File: config.mk
export PLATFORM = sky130hd
export DESIGN_NAME = rf_wb_arbiter
export DESIGN_NICKNAME = d
export VERILOG_FILES = /design/src/rtl/rf_wb_arbiter.sv
export SDC_FILE = /design/constraint.sdc
export NUM_CORES = 1
export LEC_CHECK = 0
export ABC_AREA = 1
export CORE_UTILIZATION = 35
export CTS_CLUSTER_DIAMETER = 60
export CTS_CLUSTER_SIZE = 28
export DETAILED_ROUTE_END_ITERATION = 8
export GPL_ROUTABILITY_DRIVEN = 0
export PLACE_DENSITY_LB_ADDON = 0.08
export SYNTH_ARGS = -nofsm -noshare
export SYNTH_HDL_FRONTEND = slang
export SYNTH_SLANG_ARGS = --single-unit
File: constraint.sdc
create_clock -name clk -period 9.55 [get_ports clk]
set_input_delay 2.865 -clock clk [delete_from_list [all_inputs] [get_ports clk]]
set_output_delay 2.865 -clock clk [all_outputs]
set_load 0.05 [all_outputs]
File: src/rtl/rf_wb_arbiter.sv
// Round-robin writeback arbiter: packs up to two accepted writeback requests per cycle
// onto the register file's two write ports, with x0 writes retired without using a port.
module rf_wb_arbiter #(
  parameter int NUM_SRC = 4,
  parameter int ADDR_W  = 5,
  parameter int DATA_W  = 32
) (
  input  logic                      clk,
  input  logic                      rst,
  input  logic [NUM_SRC-1:0]        src_valid,
  input  logic [NUM_SRC*ADDR_W-1:0] src_waddr,
  input  logic [NUM_SRC*DATA_W-1:0] src_wdata,
  output logic [NUM_SRC-1:0]        src_ready,
  output logic                      we1,
  output logic [ADDR_W-1:0]         waddr1,
  output logic [DATA_W-1:0]         wdata1,
  output logic                      we2,
  output logic [ADDR_W-1:0]         waddr2,
  output logic [DATA_W-1:0]         wdata2
);

  localparam int PTR_W = (NUM_SRC > 1) ? $clog2(NUM_SRC) : 1;
  localparam logic [PTR_W:0] NUM_SRC_W = (PTR_W + 1)'(NUM_SRC);

  logic [ADDR_W-1:0] addr_arr [NUM_SRC];
  logic [DATA_W-1:0] data_arr [NUM_SRC];

  for (genvar gi = 0; gi < NUM_SRC; gi++) begin : g_unpack
    assign addr_arr[gi] = src_waddr[gi*ADDR_W +: ADDR_W];
    assign data_arr[gi] = src_wdata[gi*DATA_W +: DATA_W];
  end

  logic [PTR_W-1:0]  rr_ptr_reg;
  logic [PTR_W-1:0]  rr_ptr_next;
  logic              we1_reg;
  logic              we2_reg;
  logic [ADDR_W-1:0] waddr1_reg;
  logic [ADDR_W-1:0] waddr2_reg;
  logic [DATA_W-1:0] wdata1_reg;
  logic [DATA_W-1:0] wdata2_reg;

  logic              grant1;
  logic              grant2;
  logic [PTR_W-1:0]  idx1;
  logic [PTR_W-1:0]  idx2;
  logic [ADDR_W-1:0] addr1;
  logic [PTR_W:0]    pos_sum;
  logic [PTR_W-1:0]  pos_idx;
  logic [PTR_W:0]    next_sum;

  // Scan sources starting at rr_ptr; x0 writes are acked without touching port state.
  always_comb begin
    src_ready = '0;
    grant1    = 1'b0;
    grant2    = 1'b0;
    idx1      = '0;
    idx2      = '0;
    addr1     = '0;
    pos_sum   = '0;
    pos_idx   = '0;
    for (int k = 0; k < NUM_SRC; k++) begin
      pos_sum = {1'b0, rr_ptr_reg} + (PTR_W + 1)'(k);
      if (pos_sum >= NUM_SRC_W) begin
        pos_sum = pos_sum - NUM_SRC_W;
      end
      pos_idx = pos_sum[PTR_W-1:0];
      if (src_valid[pos_idx]) begin
        if (addr_arr[pos_idx] == '0) begin
          src_ready[pos_idx] = 1'b1;
        end else if (!grant1) begin
          grant1             = 1'b1;
          idx1               = pos_idx;
          addr1              = addr_arr[pos_idx];
          src_ready[pos_idx] = 1'b1;
        end else if (!grant2 && (addr_arr[pos_idx] != addr1)) begin
          grant2             = 1'b1;
          idx2               = pos_idx;
          src_ready[pos_idx] = 1'b1;
        end
      end
    end
  end

  // Priority moves to just past the last source that won a port.
  always_comb begin
    next_sum    = '0;
    rr_ptr_next = rr_ptr_reg;
    if (grant2) begin
      next_sum = {1'b0, idx2} + 1'b1;
    end else if (grant1) begin
      next_sum = {1'b0, idx1} + 1'b1;
    end
    if (grant1) begin
      if (next_sum >= NUM_SRC_W) begin
        next_sum = next_sum - NUM_SRC_W;
      end
      rr_ptr_next = next_sum[PTR_W-1:0];
    end
  end

  always_ff @(posedge clk or negedge rst) begin
    if (!rst) begin
      rr_ptr_reg <= '0;
      we1_reg    <= 1'b0;
      we2_reg    <= 1'b0;
      waddr1_reg <= '0;
      waddr2_reg <= '0;
      wdata1_reg <= '0;
      wdata2_reg <= '0;
    end else begin
      rr_ptr_reg <= rr_ptr_next;
      we1_reg    <= grant1;
      we2_reg    <= grant2;
      // Address/data hold when a port is idle; only the enable clears.
      if (grant1) begin
        waddr1_reg <= addr_arr[idx1];
        wdata1_reg <= data_arr[idx1];
      end
      if (grant2) begin
        waddr2_reg <= addr_arr[idx2];
        wdata2_reg <= data_arr[idx2];
      end
    end
  end

  assign we1    = we1_reg;
  assign we2    = we2_reg;
  assign waddr1 = waddr1_reg;
  assign waddr2 = waddr2_reg;
  assign wdata1 = wdata1_reg;
  assign wdata2 = wdata2_reg;

endmodule

Yosys cells after proc, flatten, opt, wreduce, memory -nomap -nowiden
Cells that the tools add are included.
{"block": "totals", "in_bits": 154, "out_inout_bits": 80, "elab_cells": 171, "regBits": 78}
{"block": "classes", "bitwise": 9, "eq_ne": 3, "magnitude_cmp": 19, "muxes": 111, "addsub": 10, "reduce_logical": 12}
{"cell": "32-bit binary-select mux with 2-bit select", "count": 2}
{"cell": "32-bit two-way mux", "count": 4}
{"cell": "5-bit two-way mux", "count": 20}
{"cell": "5-bit binary-select mux with 2-bit select", "count": 6}
{"cell": "2-bit two-way mux", "count": 28}
{"cell": "4-bit two-way mux", "count": 13}
{"cell": "3-bit greater-or-equal comparator (second input constant)", "count": 10}
{"cell": "1-bit two-way mux", "count": 28}
{"cell": "5-bit logical NOT", "count": 4}
{"cell": "2-bit inverter with 3-bit output", "count": 6}
{"cell": "5-bit inequality test", "count": 3}
{"cell": "2-bit by 3-bit < comparator with 1-bit output (second input constant)", "count": 4}
{"cell": "4-bit bitwise OR", "count": 3}
{"cell": "2-bit by 1-bit subtractor with 2-bit output (second input constant)", "count": 5}
{"cell": "2-bit by 1-bit adder with 3-bit output (second input constant)", "count": 3}
{"cell": "1-bit binary-select mux with 2-bit select", "count": 4}
{"cell": "1-bit demux with 2-bit select", "count": 4}
{"cell": "2-bit by 1-bit greater-or-equal comparator with 1-bit output (second input constant)", "count": 4}
{"cell": "2-bit by 2-bit adder with 3-bit output (second input constant)", "count": 2}
{"cell": "1-bit logical AND", "count": 6}
{"cell": "3-bit two-way mux", "count": 2}
{"cell": "2-bit by 3-bit greater-or-equal comparator with 1-bit output (second input constant)", "count": 1}
{"cell": "1-bit logical NOT", "count": 2}

Longest topological paths before layout
{"block": "logic_depth", "ltp_word": 30, "ltp_mapped": 30, "mapped_depth_nobuf": 26}

Worst setup path before layout
OpenSTA, ideal clock, no wires.
{"block": "synth_path", "path_kind": "input to output", "from": "input src_valid[2]", "to": "output src_ready[0]", "path_buffers": 0, "required_time_ns": 6.685, "cell_stages": 13, "slack_ns": 1.265, "arrival_ns": 5.420, "cell_sequence": "o21ai_0 nand2_1 nand2_2 nor2_1 a21oi_1 xor2_1 nor2_1 nand2_1 nand2_1 nand2_1 nand2_1 a21oi_1 o31ai_1"}
{"block": "synth_via", "elab_chain_cells": 20, "word_cells_on_any_way": 51, "classes_between": "3 x eq/ne; 41 x mux; 3 x bitwise; 4 x reduce/logical"}
{"item": "from (decl)", "line_no": "10", "source": "input logic [NUM_SRC-1:0] src_valid,"}
{"item": "1-bit binary-select mux with 2-bit select", "line_no": "67", "source": "if (src_valid[pos_idx]) begin"}
{"item": "1-bit two-way mux (not written as such)", "line_no": "67"}
{"item": "5-bit two-way mux", "line_no": "67"}
{"item": "5-bit inequality test", "line_no": "75", "source": "end else if (!grant2 && (addr_arr[pos_idx] != addr1)) begin"}
{"item": "1-bit two-way mux", "line_no": "75"}
{"item": "1-bit two-way mux", "line_no": "70", "source": "end else if (!grant1) begin"}
{"item": "1-bit two-way mux", "line_no": "68", "source": "if (addr_arr[pos_idx] == '0) begin"}
{"item": "1-bit two-way mux", "line_no": "67"}
{"item": "[4 not listed]"}
{"item": "1-bit two-way mux", "line_no": "68"}
{"item": "1-bit two-way mux", "line_no": "67"}
{"item": "1-bit logical NOT", "line_no": "75"}
{"item": "1-bit logical AND", "line_no": "75"}
{"item": "4-bit two-way mux", "line_no": "75"}
{"item": "4-bit two-way mux", "line_no": "70"}
{"item": "4-bit two-way mux", "line_no": "68"}
{"item": "4-bit two-way mux *", "line_no": "67"}
{"item": "to (decl)", "line_no": "13", "source": "output logic [NUM_SRC-1:0] src_ready,"}
Every way passes the cells marked *; elsewhere a longest branch is shown, timed or not. The select of a mux whose other input is x is not followed.

Worst setup path in the final report
{"block": "layout_path", "from": "input src_waddr[18]", "to": "output src_ready[2]"}
{"block": "layout_via", "elab_chain_cells": 23, "word_cells_on_any_way": 59, "classes_between": "3 x eq/ne; 46 x mux; 2 x bitwise; 8 x reduce/logical"}
{"item": "from (decl)", "line_no": "11", "source": "input logic [NUM_SRC*ADDR_W-1:0] src_waddr,"}
{"item": "5-bit binary-select mux with 2-bit select"}
{"item": "5-bit two-way mux (2 in series)"}
{"item": "5-bit logical NOT", "line_no": "68"}
{"item": "5-bit two-way mux", "line_no": "68"}
{"item": "5-bit two-way mux", "line_no": "67"}
{"item": "5-bit inequality test", "line_no": "75"}
{"item": "1-bit two-way mux", "line_no": "75"}
{"item": "1-bit two-way mux", "line_no": "70"}
{"item": "[6 not listed]"}
{"item": "1-bit two-way mux", "line_no": "68"}
{"item": "1-bit two-way mux", "line_no": "67"}
{"item": "1-bit logical NOT", "line_no": "75"}
{"item": "1-bit logical AND", "line_no": "75"}
{"item": "4-bit two-way mux", "line_no": "75"}
{"item": "4-bit two-way mux", "line_no": "70"}
{"item": "4-bit two-way mux", "line_no": "68"}
{"item": "4-bit two-way mux *", "line_no": "67"}
Marked as above.

==> summary.txt <==
Pre-antenna DRT Iters: 5
Crit path required time: 6690 ps
Post-Route WL: 26.3 mm
R2R Path Start: rr_ptr_reg[1]$_DFFE_PN0N_
root buffer cell: clkbuf_16
Worst Path Class, Setup: input port to output pin
Nets: 1,549
DRC: 0
vias in the first global route: 8,161
Syn. warnings: 0
shortest period the worst path allows: 9230 ps
wire length per cell: 15.8 um
core area: 20,200 um^2
cell count after synthesis: 1,215
cell area after layout: 9900 um^2
Max-Cap Viols: 0
Tot GR Track Use: 25.6%
commonest non-fill, non-tap cells in the layout: nand2_1 (383), clkdlybuf4s50_1 (232), nand3_1 (206), inv_1 (182), dfrtp_1 (78)
hold path depth: 2
Placement Setup Slack: 400 ps
main combinational cell family by area after synthesis: simple AND/OR/NAND/NOR gates
clk slew on worst S/H paths: 60 ps
WP data arrival: 6360 ps
worst slew pin tran: 932 ps
grt ovf: 0
num ports: 234
crit start category: input port
normalized max-slew margin: 37.6%
CP Capture Type: output pin
Worst Skew: 7.67 ps
Worst R2R Path Depth: 16
die width: 145 um
simple-gate area share of the yosys netlist: 39.6%
synth top area cells: dfrtp_1 (27%), nand2_1 (20%), nand3_1 (14%)
fraction of registers with async set or reset after synthesis: 100%
vias per cell: 5.08
cts bufs inserted: 9
Synth Cell Area: 7210 um^2
drt first-iter violations: 540
most common cell after layout, fill and taps aside: nand2_1
vias: 8,450
post-route setup slack: 321 ps
CTS H-Tree Depth: 3
CTS tree: built
Max clock buf depth: 2
pin count of the biggest net entering global routing: 79
fmax: 108 MHz
Compound-Gate Fraction of Synth Area: 15.6%
Primary FF master, synth: dfrtp_1
Placed Area: 9560 um^2
antenna-violating nets left: 0
type of the worst min-delay path: register to register
CTS sink cnt: 78
Post-Route Utilization: 48.9%
cell row count: 52
top cell type by total area after synthesis: dfrtp_1
WHS Endpoint: wdata2[14]$_DFFE_PN0P_
Die ar.: 21,200 um^2
RR Endpoint: wdata1[7]$_DFFE_PN0N_
diode count: 0
area grow syn2layout: 37.3%
worst skew pair latency: 350 ps
Pins Over Slew Limit: 0
mean post-synth cell area: 5.93 um^2
final setup fails: 0
Final period util: 96.6%
first-pass GRT wire length: 43.2 mm
Hold Crit Start: wdata2[14]$_DFFE_PN0P_
port bufs: 233
Post-CTS Setup Bufs: 0
register area share after synthesis: 27.1%
setup TNS: 0 ps
initial antenna violation count: 0
Synth top area share: 27.1%
layout cells sized above 1: 4.01%
post-synthesis adder-cell area fraction: 0.694%
FF+latch count, synth: 78
post-synthesis mux area share: 0.139%
Max FO, Critical Path: 18
Die Ht: 145 um
EDFF count, synth: 0
Net Count, Synth: 1,373
post-cts gate resize count: 0
Initial Utilization: 35.6%
Post-CTS Hold Buffers: 0
post-synthesis xor/xnor area fraction: 0.729%
Synth cell types: 38
R2R Setup Slk: 4250 ps
outcome: completed
RSZ-0062 raised after global routing: no
DP HPWL: 17.5 mm
Hold Fails Final Rpt: 0
## critical path, stage by stage
cell             delay, ps
clkdlybuf4s50_1        470
nand2_1                120
nand3_1                100
nand2_1                 90
nand2_1                110
o21bai_4               410
nand3_1                170
nand2_1                110
nand2_1                 50
nand2_1                 50
nand2_1                 50
nor2_1                  90
nand2_1                100
nand2_1                 80
nand2_1                 50
nand2_1                140
a21oi_1                180
o31ai_1                260
clkdlybuf4s50_1        850
## through the flow
step	hold slack (ps)	instances
floorplan	756	1215
global placement	461	1650
detailed placement	465	1650
CTS	482	1665
global route	508	1665
finish	479	1665
## worst max-delay path by stage
stage | slack [ps] | from | endpoint | depth (start not counted)
3_3_place_gp | 480 | src_valid[1] | src_ready[0] | 17
5_1_grt | 9 | src_valid[1] | src_ready[2] | 17
2_1_floorplan | 1260 | src_valid[2] | src_ready[0] | 13
4_1_cts | 370 | src_waddr[7] | src_ready[2] | 19
6_report | 320 | src_waddr[18] | src_ready[2] | 19
3_5_place_dp | 400 | src_waddr[7] | src_ready[2] | 19
## logic make-up (layout without fill, tap and decap cells)
logic type / count (synthesis) / count (layout)
xor gates and xnor gates: 6 / 6
adders and majority gates: 4 / 4
DFF: 78 / 78
and+or+nand+nor: 671 / 671
buffers and inverters: 271 / 451
muxes: 1 / 1
AOI/OAI and AO/OA: 184 / 184
## cell usage after synthesis, types with 4 or more instances
| cell | n |
|---|---|
| a21oi_1 | 39 |
| a31oi_1 | 37 |
| a32oi_1 | 4 |
| buf_2 | 30 |
| buf_4 | 11 |
| buf_6 | 9 |
| clkbuf_1 | 29 |
| dfrtp_1 | 78 |
| ha_1 | 4 |
| inv_1 | 182 |
| inv_2 | 6 |
| nand2_1 | 387 |
| nand2_2 | 5 |
| nand3_1 | 206 |
| nand4_1 | 11 |
| nor2_1 | 51 |
| o211ai_1 | 37 |
| o21ai_0 | 48 |
| o21ai_1 | 4 |
| o22ai_1 | 5 |
| o31ai_1 | 4 |
## area by class of cell
| class | count | area [um^2] |
|---|---|---|
| well taps | 270 | 338 |
| flip-flops and latches | 78 | 1950 |
| multi-input cells | 866 | 4130 |
| inverters | 189 | 709 |
| clock buffers | 9 | 225 |
| repair buffers | 247 | 2430 |
| fillers | 2158 | 10300 |
| clock inverters | 6 | 111 |
## routing by layer
metal / GRT usage [%] / wire [um] / vias up / part of all wire (%)
li1: - / - / 4279 / -
met1: 34.0 / 12000 / 3853 / 46
met2: 41.2 / 11700 / 293 / 45
met3: 6.61 / 2190 / 25 / 8.3
met4: 6.58 / 396 / 0 / 1.5
met5: 0 / 0 / - / 0
Power is not shown: default switching activity piles up to over one toggle a cycle in this logic, so the estimate is an artifact.
